$ cat src/rtl/systolic_row_sched_if.sv
// Activation stream, systolic chain head/tail and result stream for one row scheduler.
// The master side is the scheduler; the slave side is the source, array and sink.
interface systolic_row_sched_if #(
    parameter int I_WIDTH    = 8,
    parameter int P_WIDTH    = 20,
    parameter int CTRL_WIDTH = 2
);
    logic                  iact_valid;
    logic [I_WIDTH-1:0]    iact_data;
    logic                  iact_ready;
    logic [CTRL_WIDTH-1:0] arr_ctrl_out;
    logic [I_WIDTH-1:0]    arr_iact_out;
    logic [P_WIDTH-1:0]    arr_psum_in;
    logic                  psum_valid;
    logic [P_WIDTH-1:0]    psum_data;
    logic                  psum_ready;

    modport master (
        input  iact_valid, iact_data, arr_psum_in, psum_ready,
        output iact_ready, arr_ctrl_out, arr_iact_out, psum_valid, psum_data
    );

    modport slave (
        output iact_valid, iact_data, arr_psum_in, psum_ready,
        input  iact_ready, arr_ctrl_out, arr_iact_out, psum_valid, psum_data
    );
endinterface

$ cat src/rtl/systolic_row_sched.sv
// Streams a vector job into the head of a systolic row, waits out the wavefront
// skew, then returns the tail partial sum on a valid/ready port.
module systolic_row_sched #(
    parameter int I_WIDTH    = 8,
    parameter int P_WIDTH    = 20,
    parameter int CTRL_WIDTH = 2,
    parameter int NUM_PE     = 4,
    parameter int PE_LAT     = 1,
    parameter int LEN_WIDTH  = 8
) (
    input  logic                 clk,
    input  logic                 rst,
    input  logic                 start,
    input  logic [LEN_WIDTH-1:0] vec_len,
    output logic                 busy,
    output logic                 done,
    systolic_row_sched_if.master bus
);
    localparam int DRAIN_CYC = NUM_PE + PE_LAT;
    localparam int DW        = $clog2(DRAIN_CYC + 1);
    localparam logic [DW-1:0] DRAIN_INIT = DW'(DRAIN_CYC - 1);

    localparam logic [1:0] S_IDLE   = 2'd0;
    localparam logic [1:0] S_STREAM = 2'd1;
    localparam logic [1:0] S_DRAIN  = 2'd2;
    localparam logic [1:0] S_OUT    = 2'd3;

    logic [1:0]            state;
    logic [LEN_WIDTH-1:0]  len;
    logic [LEN_WIDTH-1:0]  cnt;
    logic [DW-1:0]         dcnt;
    logic [CTRL_WIDTH-1:0] elem_ctrl;
    logic                  accept;

    always_comb begin
        busy           = (state != S_IDLE);
        bus.iact_ready = (state == S_STREAM) && (cnt < len);
        accept         = bus.iact_valid && bus.iact_ready;
        // bit0 marks a live element, bit1 tells the PEs to restart accumulation
        elem_ctrl      = '0;
        elem_ctrl[0]   = 1'b1;
        elem_ctrl[1]   = (cnt == '0);
    end

    always_ff @(posedge clk) begin
        if (rst) begin
            state            <= S_IDLE;
            len              <= '0;
            cnt              <= '0;
            dcnt             <= '0;
            done             <= 1'b0;
            bus.arr_ctrl_out <= '0;
            bus.arr_iact_out <= '0;
            bus.psum_valid   <= 1'b0;
            bus.psum_data    <= '0;
        end else begin
            done             <= 1'b0;
            bus.arr_ctrl_out <= '0;
            case (state)
                S_IDLE: begin
                    if (start) begin
                        if (vec_len == '0) begin
                            done <= 1'b1;
                        end else begin
                            len   <= vec_len;
                            cnt   <= '0;
                            state <= S_STREAM;
                        end
                    end
                end
                S_STREAM: begin
                    if (accept) begin
                        bus.arr_iact_out <= bus.iact_data;
                        bus.arr_ctrl_out <= elem_ctrl;
                        cnt              <= cnt + LEN_WIDTH'(1);
                        // compare before increment so a full-scale len never wraps
                        if (cnt == len - LEN_WIDTH'(1)) begin
                            state <= S_DRAIN;
                            dcnt  <= DRAIN_INIT;
                        end
                    end
                end
                S_DRAIN: begin
                    if (dcnt == '0) begin
                        bus.psum_data  <= bus.arr_psum_in;
                        bus.psum_valid <= 1'b1;
                        state          <= S_OUT;
                    end else begin
                        dcnt <= dcnt - DW'(1);
                    end
                end
                S_OUT: begin
                    if (bus.psum_ready) begin
                        bus.psum_valid <= 1'b0;
                        done           <= 1'b1;
                        state          <= S_IDLE;
                    end
                end
                default: state <= S_IDLE;
            endcase
        end
    end
endmodule
$ cat src/flat_wrapper.sv
// flat-port wrapper written by rule: the top's interface ports become plain ports
module systolic_row_sched_flat 
#(
    parameter int I_WIDTH    = 8,
    parameter int P_WIDTH    = 20,
    parameter int CTRL_WIDTH = 2,
    parameter int NUM_PE     = 4,
    parameter int PE_LAT     = 1,
    parameter int LEN_WIDTH  = 8
)
  (clk, rst, start, vec_len, busy, done, bus_iact_valid, bus_iact_data, bus_arr_psum_in, bus_psum_ready, bus_iact_ready, bus_arr_ctrl_out, bus_arr_iact_out, bus_psum_valid, bus_psum_data);
  systolic_row_sched_if #(.I_WIDTH(I_WIDTH), .P_WIDTH(P_WIDTH), .CTRL_WIDTH(CTRL_WIDTH)) bus_i ();
  input  logic clk;
  input  logic rst;
  input  logic start;
  input  logic [LEN_WIDTH-1:0] vec_len;
  output logic busy;
  output logic done;
  input wire logic [$bits(bus_i.iact_valid)-1:0] bus_iact_valid;
  input wire logic [$bits(bus_i.iact_data)-1:0] bus_iact_data;
  input wire logic [$bits(bus_i.arr_psum_in)-1:0] bus_arr_psum_in;
  input wire logic [$bits(bus_i.psum_ready)-1:0] bus_psum_ready;
  output wire logic [$bits(bus_i.iact_ready)-1:0] bus_iact_ready;
  output wire logic [$bits(bus_i.arr_ctrl_out)-1:0] bus_arr_ctrl_out;
  output wire logic [$bits(bus_i.arr_iact_out)-1:0] bus_arr_iact_out;
  output wire logic [$bits(bus_i.psum_valid)-1:0] bus_psum_valid;
  output wire logic [$bits(bus_i.psum_data)-1:0] bus_psum_data;
  assign bus_i.iact_valid = bus_iact_valid;
  assign bus_i.iact_data = bus_iact_data;
  assign bus_i.arr_psum_in = bus_arr_psum_in;
  assign bus_i.psum_ready = bus_psum_ready;
  assign bus_iact_ready = bus_i.iact_ready;
  assign bus_arr_ctrl_out = bus_i.arr_ctrl_out;
  assign bus_arr_iact_out = bus_i.arr_iact_out;
  assign bus_psum_valid = bus_i.psum_valid;
  assign bus_psum_data = bus_i.psum_data;
  systolic_row_sched #(.I_WIDTH(I_WIDTH), .P_WIDTH(P_WIDTH), .CTRL_WIDTH(CTRL_WIDTH), .NUM_PE(NUM_PE), .PE_LAT(PE_LAT), .LEN_WIDTH(LEN_WIDTH)) u_core (.clk(clk), .rst(rst), .start(start), .vec_len(vec_len), .busy(busy), .done(done), .bus(bus_i));
endmodule
$ cat config.mk
export PLATFORM = sky130hd
export DESIGN_NAME = systolic_row_sched_flat
export DESIGN_NICKNAME = d
export VERILOG_FILES = /design/src/rtl/systolic_row_sched_if.sv /design/src/rtl/systolic_row_sched.sv /design/src/flat_wrapper.sv
export SDC_FILE = /design/constraint.sdc
export NUM_CORES = 1
export LEC_CHECK = 0
export ABC_AREA = 0
export CORE_ASPECT_RATIO = 0.9
export CORE_UTILIZATION = 31
export CTS_BUF_LIST = sky130_fd_sc_hd__clkbuf_16
export CTS_CLUSTER_DIAMETER = 60
export DETAILED_ROUTE_END_ITERATION = 10
export PLACE_DENSITY = 0.56
export SLEW_MARGIN = 0
export SYNTH_ARGS = -nofsm -noshare
export SYNTH_HDL_FRONTEND = slang
export SYNTH_SLANG_ARGS = --single-unit
$ cat constraint.sdc
create_clock -name clk -period 3.02 [get_ports clk]
set_input_delay 0.453 -clock clk [delete_from_list [all_inputs] [get_ports clk]]
set_output_delay 0.453 -clock clk [all_outputs]
set_load 0.02 [all_outputs]
==> results of run 1 <==
## placed cells by master (no fill, tap or decap), drive strengths merged, types with 2 or more instances in the layout
cell type      count
a21o               2
a21oi             30
and2               2
and3               3
buf                5
clkbuf             5
clkdlybuf4s50     73
dfxtp             53
ha                17
inv               22
mux2i             16
nand2             57
nand2b             2
nand3              7
nand4              4
nor2              34
nor3               9
nor4               4
o211ai             2
o21ai              8
or3                3
xnor2              7
xor2               9
## worst register-to-register path, cell delays in order (launching register included)
cell     delay [ns]
dfxtp_1        0.33
inv_1          0.08
ha_1           0.18
nor3b_1        0.30
nand3_1        0.14
xnor2_1        0.17
nor4_4         0.34
a41oi_4        0.19
or3_4          0.40
a32o_2         0.26
## final cells by class
type / count / area (µm²) / area share [%]
Clock inverter: 3 / 21.3 / 0.588
Clock buffer: 5 / 125 / 3.46
Multi-Input combinational cell: 230 / 1440 / 39.8
Timing Repair Buffer: 78 / 766 / 21.2
Tap cell: 99 / 124 / 3.43
Sequential cell: 53 / 1060 / 29.4
Inverter: 21 / 78.8 / 2.18
## sequential cells by signal (all words and copies together) (netlist names)
name                     cells
u_core.bus.psum_valid        1
u_core.len                   8
u_core.bus.arr_iact_out      8
u_core.bus.arr_ctrl_out      2
u_core.state                 2
u_core.bus.psum_data        20
u_core.done                  1
u_core.cnt                   8
u_core.dcnt                  3
## routing by layer
metal	part of all wire [%]	vias up	GRT usage, %
met4	0.60	0	2.94
met5	0	-	0
li1	-	1208	-
met1	49	1042	21.0
met3	5.1	5	4.14
met2	45	53	23.6
## power groups by stage
stage	sequential [mW]	clock (mW)	combinational (mW)
after CTS	0.889	0.594	1.16
after floorplan	0.976	0	0.683
after global placement	0.900	0	1.15
after global routing	0.910	0.624	1.27
after detailed placement	0.905	0	1.16
final	0.889	0.576	1.15
## cell families after synthesis
family / synth area share [%]
fa+ha+maj: 8.09
buf+inv: 4.95
flops: 40.3
compound gates: 12.2
xor+xnor: 5.33
mux: 6.09
simple gates: 23.0
## per-stage QoR
stage | utilization [%] | power [mW] | worst slack (ns) | area (µm²)
floorplan | - | 1.66 | 0.671 | 2630
global placement | 42.6 | 2.05 | 0.558 | 3470
detailed placement | 42.6 | 2.06 | 0.513 | 3470
CTS | 44.4 | 2.65 | 0.270 | 3610
global route | 44.4 | 2.80 | 0.151 | 3610
finish | 44.4 | 2.61 | 0.283 | 3610
## worst max-delay path by stage
| stage | end | startpoint | depth (start not counted) | slack, ns |
|---|---|---|---|---|
| floorplan | u_core.dcnt[1] | u_core.len[1] | 9 | 0.67 |
| global placement | u_core.dcnt[1] | u_core.len[5] | 9 | 0.56 |
| detailed placement | u_core.dcnt[1] | u_core.len[0] | 9 | 0.51 |
| CTS | bus_iact_ready | u_core.len[1] | 7 | 0.27 |
| global route | bus_iact_ready | u_core.len[5] | 6 | 0.15 |
| finish | bus_iact_ready | u_core.len[1] | 7 | 0.28 |
==> results.py, run 1 <==
metrics = {
    "route": {
        "drtIter0Drc": 61,
        "wl_um": 6550,
        "via_per_inst": 4.72,
        "dr.pass1.iters": 5,
        "vias": 2308,
        "drcViolationCount": 0,
        "ant_nets": 0,
        "wire_per_inst_um": 13.4,
    },
    "placed_design": {
        "gp_congestion": 0.819,
        "dp.cells": 481,
        "hpwl_um": 4820,
        "io_buffers": 74,
    },
    "setup_path": {
        "crit_chain": "inv_1 > ha_1 > nor2b_1 > o211ai_1 > a21oi_1 > nor2_1 > clkdlybuf4s50_1",
        "slowest_stage": "clkdlybuf4s50_1",
        "worst-path-buf-inv": 2,
        "cpPeakStageDelay_ns": 0.55,
        "critPathCaptureType": "output port",
        "r2r-end": "u_core.dcnt[1]",
        "critical-path-top-delay-family": "buffers and inverters",
        "crit_type": "flip-flop to output port",
        "r2r_start": "u_core.len[1]",
        "critical_path.max_fanout": 4,
        "r2r_slack_ns": 0.51,
        "worstPathArrival_ns": 2.28,
        "cp.required_ns": 2.57,
        "r2r_cells": 9,
        "start_kind": "flip-flop",
    },
    "sta": {
        "hold_violations": 0,
        "skew_ns": 0.00795,
        "grt_setup_unrepaired": "no",
        "tightest_slew_ns": 0.828,
        "finalSetupViolCount": 0,
        "slew_headroom_pct": 44.8,
        "timing.fmax_mhz": 365,
        "slew_viol_final": 0,
        "setup_tns_ns": 0,
        "post-route-period-util_pct": 90.6,
        "fin_crit_ns": 2.74,
        "hold_slack_ns": 0.453,
    },
    "synth": {
        "synth_cell_types": 42,
        "synth_most_common_cell": "nand2_1",
        "synthTopCellsByCount": "57 x nand2_1, 53 x dfxtp_1, 32 x nor2_1",
        "ys_seq_elements": 53,
        "synth_top_area_share_pct": 40.3,
        "synth_cells": 317,
        "synthTopCellsByArea": "dfxtp_1 40%, nand2_1 8.1%, ha_1 8.1%",
        "yosys.area.top_type": "dfxtp_1",
        "synth_fp_nets": 375,
        "synthArstFlopShare_pct": 0,
        "syn_area_per_cell_um2": 8.30,
        "ys.warnings.count": 0,
        "synth_top_flop_cell": "dfxtp_1",
        "synth-edff-count": 0,
        "syn-cell-area_mm2": 0.00263,
        "synth_seq_area_share_pct": 40.3,
    },
    "cells_and_area": {
        "fill_cells": 817,
        "fin_cells": 489,
        "layout.nets": 447,
        "area_delta_synth_final_pct": 37.4,
        "layout-drive-gt1-share_pct": 5.64,
        "n_antenna_cell": 0,
    },
    "grt": {
        "grt_start_max_net_pins": 31,
        "grt_pass1_vias": 2173,
        "track_usage_pct": 15.1,
        "grt_pass1_wl_um": 10500,
        "antenna_found_initial": 0,
        "overflow": 0,
    },
    "hold_path": {
        "hold_depth": 2,
        "hp-class": "flip-flop to flip-flop",
        "hold_end": "u_core.bus.psum_data[14]",
        "min_from": "u_core.bus.psum_data[14]",
    },
    "floorplanning": {
        "pin_count": 75,
        "start_util_pct": 32.3,
        "core_mm2": 0.00815,
        "die_h_um": 89.4,
        "core.rowCount": 31,
        "die-area_mm2": 0.00886,
        "die_w_um": 99.1,
    },
    "pwr": {
        "worst_ir_drop_vdd_uv": 267,
        "p_clk_share_pct": 22.0,
        "p_leak_nw": 1.33,
        "p_comb_share_pct": 44.0,
        "pwr-share-seq_pct": 34.0,
        "swShare_pct": 37.8,
        "power_density_mw_per_mm2": 723,
        "p_int_mw": 1.63,
        "switchingPower_uw": 987,
    },
    "clock_tree": {
        "cts-htree-levels": 2,
        "clk_pin_slew_ns": 0.07,
        "cts_tree": "done",
        "cts_root_buf": "clkbuf_16",
        "cts_buffers": 5,
        "clk_path_buf_depth": 2,
        "clk-insertion-delay-late_ns": 0.29,
        "clkSinkCount": 53,
        "cts.repair.resized": 0,
        "cts_hold_buf": 0,
        "cts_setup_buffers": 0,
    },
    "run": {
        "drv_cap": 0,
    },
    "run_status": {
        "status": "finished, final reports clean",
    },
}
Note: power is estimated with default switching activity, not from simulation.
==> inputs of run 2 (changes only) <==
--- a/config.mk
+++ b/config.mk
@@ -11,6 +11,7 @@
 export CTS_BUF_LIST = sky130_fd_sc_hd__clkbuf_16
 export CTS_CLUSTER_DIAMETER = 60
 export DETAILED_ROUTE_END_ITERATION = 10
+export HOLD_SLACK_MARGIN = 0.06
 export PLACE_DENSITY = 0.56
 export SLEW_MARGIN = 0
 export SYNTH_ARGS = -nofsm -noshare
==> results of run 2 <==
The final DEF is identical to that of run 1; final timing and power are the same.
